==> config.mk <==
export PLATFORM = sky130hd
export DESIGN_NAME = stall_ctrl
export DESIGN_NICKNAME = d
export VERILOG_FILES = /design/src/rtl/proc_pkg.sv /design/src/rtl/md_sequencer.sv /design/src/rtl/stall_ctrl.sv
export SDC_FILE = /design/constraint.sdc
export NUM_CORES = 1
export LEC_CHECK = 0
export BUFFER_PORTS_ARGS = -buffer_cell sky130_fd_sc_hd__buf_2
export CAP_MARGIN = 20
export CORE_ASPECT_RATIO = 1.5
export CORE_MARGIN = 1
export CORE_UTILIZATION = 33
export DETAILED_ROUTE_END_ITERATION = 10
export PLACE_DENSITY_LB_ADDON = 0.12
export RECOVER_POWER = 25
export SLEW_MARGIN = 10
export SYNTH_ARGS = -nofsm -noshare
export SYNTH_HDL_FRONTEND = slang
export SYNTH_SLANG_ARGS = --single-unit
==> constraint.sdc <==
create_clock -name clock -period 4.2 [get_ports clock]
set_input_delay 0.84 -clock clock [delete_from_list [all_inputs] [get_ports clock]]
set_output_delay 0.84 -clock clock [all_outputs]
set_load 0.005 [all_outputs]
==> src/rtl/proc_pkg.sv <==
// Shared processor definitions: instruction field slices, opcode/aluop
// constants and the mult/div sequencer state encoding.
package proc_pkg;

    // Instruction field bit positions
    localparam int OPC_HI   = 31;
    localparam int OPC_LO   = 27;
    localparam int RD_HI    = 26;
    localparam int RD_LO    = 22;
    localparam int RS_HI    = 21;
    localparam int RS_LO    = 17;
    localparam int RT_HI    = 16;
    localparam int RT_LO    = 12;
    localparam int ALUOP_HI = 6;
    localparam int ALUOP_LO = 2;

    // Opcodes (addi follows the usual 00101 encoding of this ISA)
    localparam logic [4:0] OP_RTYPE = 5'b00000;
    localparam logic [4:0] OP_BNE   = 5'b00010;
    localparam logic [4:0] OP_JR    = 5'b00100;
    localparam logic [4:0] OP_ADDI  = 5'b00101;
    localparam logic [4:0] OP_BLT   = 5'b00110;
    localparam logic [4:0] OP_SW    = 5'b00111;
    localparam logic [4:0] OP_LW    = 5'b01000;

    // R-type aluop values that use the multicycle unit
    localparam logic [4:0] ALU_MUL  = 5'b00110;
    localparam logic [4:0] ALU_DIV  = 5'b00111;

    typedef enum logic [1:0] {
        MD_IDLE  = 2'd0,
        MD_START = 2'd1,
        MD_WAIT  = 2'd2,
        MD_DONE  = 2'd3
    } md_state_e;

    function automatic logic [4:0] opcodeOf(input logic [31:0] ir);
        return ir[OPC_HI:OPC_LO];
    endfunction

    function automatic logic [4:0] rdOf(input logic [31:0] ir);
        return ir[RD_HI:RD_LO];
    endfunction

    function automatic logic [4:0] rsOf(input logic [31:0] ir);
        return ir[RS_HI:RS_LO];
    endfunction

    function automatic logic [4:0] rtOf(input logic [31:0] ir);
        return ir[RT_HI:RT_LO];
    endfunction

    function automatic logic [4:0] aluopOf(input logic [31:0] ir);
        return ir[ALUOP_HI:ALUOP_LO];
    endfunction

endpackage

==> src/rtl/md_sequencer.sv <==
// Mult/div start/ready handshake sequencer. Issues a one-cycle start pulse,
// waits (unbounded) for the result, then presents a one-cycle write enable
// with the exception flag captured on the ready cycle.
module md_sequencer
    import proc_pkg::*;
(
    input  logic clock,
    input  logic reset,
    input  logic startReq_i,
    input  logic startIsDiv_i,
    input  logic mdResultRdy_i,
    input  logic mdException_i,
    output logic busy_o,
    output logic ctrlMult_o,
    output logic ctrlDiv_o,
    output logic mdWriteEn_o,
    output logic mdExcep_o
);

    md_state_e mdState_q;
    md_state_e mdState_d;
    logic      isDiv_q;
    logic      excep_q;
    logic      resultTaken;

    // Ready only matters while an operation is outstanding
    assign resultTaken = ((mdState_q == MD_START) || (mdState_q == MD_WAIT)) && mdResultRdy_i;

    // Next-state logic; DONE always returns through IDLE so a following op is decoded fresh
    always_comb begin
        mdState_d = mdState_q;
        case (mdState_q)
            MD_IDLE:  if (startReq_i) mdState_d = MD_START;
            MD_START: mdState_d = mdResultRdy_i ? MD_DONE : MD_WAIT;
            MD_WAIT:  if (mdResultRdy_i) mdState_d = MD_DONE;
            MD_DONE:  mdState_d = MD_IDLE;
            default:  mdState_d = MD_IDLE;
        endcase
    end

    // State, latched op type and exception capture; reset discards any pending result
    always_ff @(posedge clock) begin
        if (reset) begin
            mdState_q <= MD_IDLE;
            isDiv_q   <= 1'b0;
            excep_q   <= 1'b0;
        end else begin
            mdState_q <= mdState_d;
            if ((mdState_q == MD_IDLE) && startReq_i)
                isDiv_q <= startIsDiv_i;
            if (resultTaken)
                excep_q <= mdException_i;
        end
    end

    assign busy_o      = (mdState_q == MD_START) || (mdState_q == MD_WAIT);
    assign ctrlMult_o  = (mdState_q == MD_START) && !isDiv_q;
    assign ctrlDiv_o   = (mdState_q == MD_START) &&  isDiv_q;
    assign mdWriteEn_o = (mdState_q == MD_DONE);
    assign mdExcep_o   = (mdState_q == MD_DONE) && excep_q;

endmodule

==> src/rtl/stall_ctrl.sv <==
// Pipeline stall/flush controller: load-use detection between F/D and D/X,
// branch flush priority, mult/div stall sequencing and a saturating count
// of fetch-stall cycles.
module stall_ctrl
    import proc_pkg::*;
#(
    parameter int CNT_W = 16
) (
    input  logic             clock,
    input  logic             reset,
    input  logic [31:0]      irFD,
    input  logic [31:0]      irDX,
    input  logic             takenDX,
    input  logic             mdResultRdy,
    input  logic             mdException,
    output logic             stallF,
    output logic             stallD,
    output logic             bubbleDX,
    output logic             bubbleXM,
    output logic             flushFD,
    output logic             ctrlMult,
    output logic             ctrlDiv,
    output logic             mdWriteEn,
    output logic             mdExcep,
    output logic [CNT_W-1:0] stallCount
);

    logic [4:0]       opFD;
    logic [4:0]       opDX;
    logic [4:0]       rdDX;
    logic             readsRs;
    logic             readsRt;
    logic             readsRd;
    logic             srcMatch;
    logic             loadUse;
    logic             isMulDX;
    logic             isDivDX;
    logic             mdBusy;
    logic             startReq;
    logic [CNT_W-1:0] stallCount_q;
    logic             unusedIrBits;

    assign opFD = opcodeOf(irFD);
    assign opDX = opcodeOf(irDX);
    assign rdDX = rdOf(irDX);

    // Which register fields the F/D instruction actually reads
    always_comb begin
        readsRs = 1'b0;
        readsRt = 1'b0;
        readsRd = 1'b0;
        case (opFD)
            OP_RTYPE: begin
                readsRs = 1'b1;
                readsRt = 1'b1;
            end
            OP_ADDI, OP_LW: readsRs = 1'b1;
            OP_SW, OP_BNE, OP_BLT: begin
                readsRd = 1'b1;
                readsRs = 1'b1;
            end
            OP_JR:   readsRd = 1'b1;
            default: ;
        endcase
    end

    assign srcMatch = (readsRs && (rsOf(irFD) == rdDX)) ||
                      (readsRt && (rtOf(irFD) == rdDX)) ||
                      (readsRd && (rdOf(irFD) == rdDX));

    // Masked while mult/div is busy since F/D is frozen then anyway
    assign loadUse = (opDX == OP_LW) && (rdDX != 5'd0) && srcMatch && !mdBusy;

    assign isMulDX = (opDX == OP_RTYPE) && (aluopOf(irDX) == ALU_MUL);
    assign isDivDX = (opDX == OP_RTYPE) && (aluopOf(irDX) == ALU_DIV);

    // Busy mult/div dominates; otherwise a taken branch beats load-use
    assign flushFD  = takenDX && !mdBusy;
    assign bubbleDX = !mdBusy && (takenDX || loadUse);
    assign stallF   = mdBusy || (loadUse && !takenDX);
    assign stallD   = mdBusy;
    assign bubbleXM = mdBusy;

    assign startReq = (isMulDX || isDivDX) && !bubbleDX && !takenDX;

    md_sequencer u_md_sequencer (
        .clock         (clock),
        .reset         (reset),
        .startReq_i    (startReq),
        .startIsDiv_i  (isDivDX),
        .mdResultRdy_i (mdResultRdy),
        .mdException_i (mdException),
        .busy_o        (mdBusy),
        .ctrlMult_o    (ctrlMult),
        .ctrlDiv_o     (ctrlDiv),
        .mdWriteEn_o   (mdWriteEn),
        .mdExcep_o     (mdExcep)
    );

    // Saturating count of cycles in which fetch is held
    always_ff @(posedge clock) begin
        if (reset)
            stallCount_q <= '0;
        else if (stallF && (stallCount_q != {CNT_W{1'b1}}))
            stallCount_q <= stallCount_q + 1'b1;
    end

    assign stallCount = stallCount_q;

    // Fields the controller never looks at
    assign unusedIrBits = ^{irFD[11:0], irDX[16:7], irDX[1:0]};

endmodule

=== After elaboration in Yosys (flattened, before gate mapping) ===
Index checks and enable logic that the tools add are counted.

* $add $sub $neg: 1
* Equal/unequal tests: 18
* Muxes and demuxes: 7
* Reductions and logical operators: 36

{| class="wikitable"
|+ Operators by type and width
! operator !! number
|-
| equality test 5 x 3 -> 1 bit (second input constant) || 6
|-
| logical AND 1 bit || 19
|-
| adder 16 x 1 -> 16 bit (second input constant) || 1
|-
| inequality test 16 bit (second input constant) || 1
|-
| equality test 5 bit || 3
|-
| equality test 5 x 4 -> 1 bit (second input constant) || 2
|-
| logical NOT 5 bit || 2
|-
| case mux 2 bit (4 select lines) || 1
|-
| logical OR 1 bit || 6
|-
| OR reduction 6 bit || 1
|-
| equality test 5 x 2 -> 1 bit (second input constant) || 1
|-
| nonzero test 5 bit || 1
|-
| equality test 2 bit (second input constant) || 2
|-
| logical NOT 1 bit || 4
|-
| two-way mux 1 bit || 4
|-
| two-way mux 2 bit || 2
|-
| OR reduction 4 bit || 1
|-
| equality test 2 x 1 -> 1 bit (second input constant) || 1
|-
| logical NOT 2 bit || 1
|-
| inequality test 2 x 1 -> 1 bit (second input constant) || 1
|-
| inequality test 2 bit (second input constant) || 1
|-
| AND reduction 2 bit || 1
|}

* Bits in registers: 20
* Logic and storage cells: 66

=== Depth between registers and ports, before layout ===
* Word-level depth: 15
* Gate-level depth with buffers: 9

=== By module ===
A second synthesis with hierarchy kept.

* Cell total of the unflattened synthesis: 188
* Area, all modules: 1498.9 sq um

{| class="wikitable"
|+ Modules (own cells, without submodules)
! module !! instances !! cells an instance !! area each (sq um) !! sequential area each (sq um)
|-
| stall_ctrl || 1 || 157 || 1223.7 || 320.3
|-
| md_sequencer || 1 || 31 || 275.3 || 80.1
|}

=== Worst setup path before layout ===
OpenSTA, ideal clock, no wires.

* Path type: input to output
* From: input irFD[28]
* To: output stallF
* Data arrival time: 2.447 ns
* Path slack: 0.913 ns
* Stages: 6
* Path buffers: 1
* Cells stage by stage: or4_1 nor4_1 a22oi_1 o41a_1 clkbuf_1 inv_1

* Longest elaborated chain between the ends: 10
* Elaborated cells on any way between the ends: 21

{| class="wikitable"
|+ RTL lines
! element !! line !! RTL
|-
| start, declared || stall_ctrl.sv:11 || <nowiki>input logic [31:0] irFD,</nowiki>
|-
| equality test 5 x 3 -> 1 bit (tied with other cells) || stall_ctrl.sv:52 || <nowiki>case (opFD)</nowiki>
|-
| OR reduction 6 bit (no line) || n/a ||
|-
| two-way mux 1 bit || stall_ctrl.sv:52 ||
|-
| logical AND 1 bit || stall_ctrl.sv:67 || <nowiki>assign srcMatch = (readsRs && (rsOf(irFD) == rdDX)) ||</nowiki>
|-
| logical OR 1 bit || stall_ctrl.sv:67 ||
|-
| logical OR 1 bit (*) || stall_ctrl.sv:68 || <nowiki>(readsRt && (rtOf(irFD) == rdDX)) ||</nowiki>
|-
| logical AND 1 bit (*) (2 in a row) || stall_ctrl.sv:72 || <nowiki>assign loadUse = (opDX == OP_LW) && (rdDX != 5'd0) && srcMatch && !mdBusy;</nowiki>
|-
| logical AND 1 bit (*) || stall_ctrl.sv:80 || <nowiki>assign stallF = mdBusy || (loadUse && !takenDX);</nowiki>
|-
| logical OR 1 bit (*) || stall_ctrl.sv:80 ||
|-
| end, declared || stall_ctrl.sv:16 || <nowiki>output logic stallF,</nowiki>
|}

Every way passes the cells marked *; elsewhere a longest branch is shown, timed or not.

=== Worst setup path in the final report ===
Same ends and word-level chain as after synthesis.

==> impl_metrics.toml <==
[sta]
rsz0062_at_grt = "false"
hold_violations = 0
fin_crit_sh_pct = 85.7
setup_viol = 0
min_period_ns = 3.60
fin_skew_ns = 0.000829
clock.fmax_mhz = 278
maxSlewHeadroom_pct = 50.0
slew_viol_final = 0
tns_ns = 0
tightest_slew_ns = 0.747

[route]
drt-initial-drc-count = 68
vias = 1466
wl_per_cell_um = 11.8
ant_nets = 0
dr.pass1.iters = 4
viasPerCell = 5.07
drt-total-wl_um = 3410
drcViolationCount = 0

[worst_hold_path]
hold_path_class = "flop to flop"
holdPathStages = 2

[place]
dpl_cell_area_um2 = 1810
hpwl_um = 2690
io_buffers = 64
gp_congestion = 0.860
dp.cells = 286

[floorplan]
initial_core_util_pct = 34.6
die_x_um = 56.5
die_h_um = 83.7
core_area_um2 = 4250
die-area_um2 = 4720
rows = 29
ioPinCount = 94

[setup_path]
cp_common_cell = "buf_2"
crit_arrival_ns = 2.76
crit_chain = "buf_2, or4_1, nor4_1, a22oi_1, o41a_1, inv_1, buf_2"
cp.required_ns = 3.36
crit_type = "input port to output port"
worst_setup_path_start_kind = "input port"
slowest_delay_ns = 0.61
cpMaxStageDelayCell = "o41a_1"
path_max_fanout = 12
ff2ff_path_depth = 8
cp-end-kind = "output port"

[final_layout]
nets = 320
fillCellCount = 466
area_growth_pct = 26.2
utilization_pct = 43.6
drive_gt1_share_pct = 32.1
antenna_cells = 0
layout_common_cells = "63 x buf_2, 24 x nor2_1, 20 x dfxtp_1, 15 x nor2b_1, 13 x xor2_1"
final_area_um2 = 1850
final_cell_count_no_fill = 289
final_common_cell = "buf_2"

[clock_tree]
cts_tree = "done"
ctsHoldBuffers = 0
cts_resized = 0
clk_pin_slew_ns = 0.07
htree_num_levels = 1
clockBufferDepth = 2
cts_setup_buffers = 0
root_buffer = "clkbuf_8"
cts_inserted_buffers = 3
numClockSinks = 20
clk_latency_ns = 0.25

[grt]
overflow = 0
grt_max_degree = 33
grt_pass1_vias = 1307
grt_pass1_wl_um = 5600
grt_usage_pct = 14.3
antenna_found_initial = 0

[yosys]
yosys_warnings = 0
synthesis.area_um2 = 1470
syn_area_per_cell_um2 = 8.02
ys_types = 37
ys_ff_latch = 20
synth-edff-count = 0
synthesis.nets = 258
ys_seq_area_share_pct = 27.3
async_reset_ff_share_pct = 0
syn_inst = 183
synthFlopType = "dfxtp_1"

[pwr]
vdd_ir_drop_max_mv = 0.236
p_per_area_nw_per_um2 = 212
p_leak_nw = 0.848

[flow_run]
drv_cap = 0

[outcome]
status = "completed"
final cells by class:
cell class	instances	area (um2)	share of cell area [%]
multi-input combinational	147	996	53.8
sequential	20	400	21.6
timing repair buffer	65	327	17.6
tap	46	57.6	3.11
clock buffer	3	41.3	2.23
inverter	8	30.0	1.62
cell families (layout without fill, tap and decap cells):
kind of cell               after synthesis  count (layout)  share of synthesized area, %
adders and majority gates                6               6                          5.11
DFF                                     20              20                          27.3
and+or+nand+nor                         88              88                          32.5
xor gates and xnor gates                15              15                          8.95
buffers and inverters                   16              76                          4.86
AOI/OAI and AO/OA                       25              25                          11.5
muxes                                   13              13                          9.80
path summary, 6_finish.rpt:
check,from,endpoint,slack [ns]
hold reg to reg,u_md_sequencer.excep_q,u_md_sequencer.excep_q,0.46
setup / recovery,irFD[28],stallF,0.60
setup reg to reg,u_md_sequencer.mdState_q[0],stallCount[13],1.34
hold / removal,u_md_sequencer.excep_q,u_md_sequencer.excep_q,0.46
power by group:
part	switching (W)	leakage, nW	internal [W]	total [W]
Clock	0.0000596	0.0216	0.0000637	0.000123
Sequential	0.00000186	0.161	0.000191	0.000193
Combinational	0.0000398	0.665	0.0000357	0.0000755
through the flow:
step | power, W | worst slack (ns) | hold slack [ns]
4_1_cts | 0.000402 | 0.560 | 0.463
6_report | 0.000392 | 0.599 | 0.459
2_1_floorplan | 0.000240 | 0.913 | 0.432
5_1_grt | 0.000418 | 0.453 | 0.491
3_3_place_gp | 0.000273 | 0.547 | 0.449
3_5_place_dp | 0.000274 | 0.570 | 0.453
synthesized netlist by cell type, types with 4 or more instances:
master | instances | area share (%)
nor2_1 | 24 | 6.1
dfxtp_1 | 20 | 27
nor2b_1 | 15 | 6.4
xor2_1 | 13 | 7.8
mux2_2 | 11 | 8.4
a21oi_1 | 9 | 3.1
inv_1 | 8 | 2.0
nand2_1 | 8 | 2.0
clkbuf_1 | 6 | 1.5
ha_1 | 6 | 5.1
nand3_1 | 6 | 2.0
nor3_1 | 6 | 2.0
or4_1 | 6 | 3.1
nor3b_1 | 5 | 2.6
and3_1 | 4 | 1.7
critical path, delay by kind of cell:
kind                   cells  cell delay (ns)
AOI/OAI and AO/OA          2             0.77
buffers and inverters      3             0.33
and+or+nand+nor            2             0.82
sequential cells by signal (all words and copies together) (netlist names):
signal	flops
stallCount	16
u_md_sequencer.excep_q	1
u_md_sequencer.isDiv_q	1
u_md_sequencer.mdState_q	2
per-layer routing:
layer / share of wire, % / track usage (%) / wire, um / vias up
met5: 0 / 0 / 0 / -
met4: 0.56 / 3.99 / 19 / 0
met3: 5.5 / 1.86 / 189 / 2
met2: 50 / 25.9 / 1710 / 50
met1: 44 / 17.3 / 1500 / 643
li1: - / - / - / 771
Note: power is estimated with default switching activity, not from simulation.
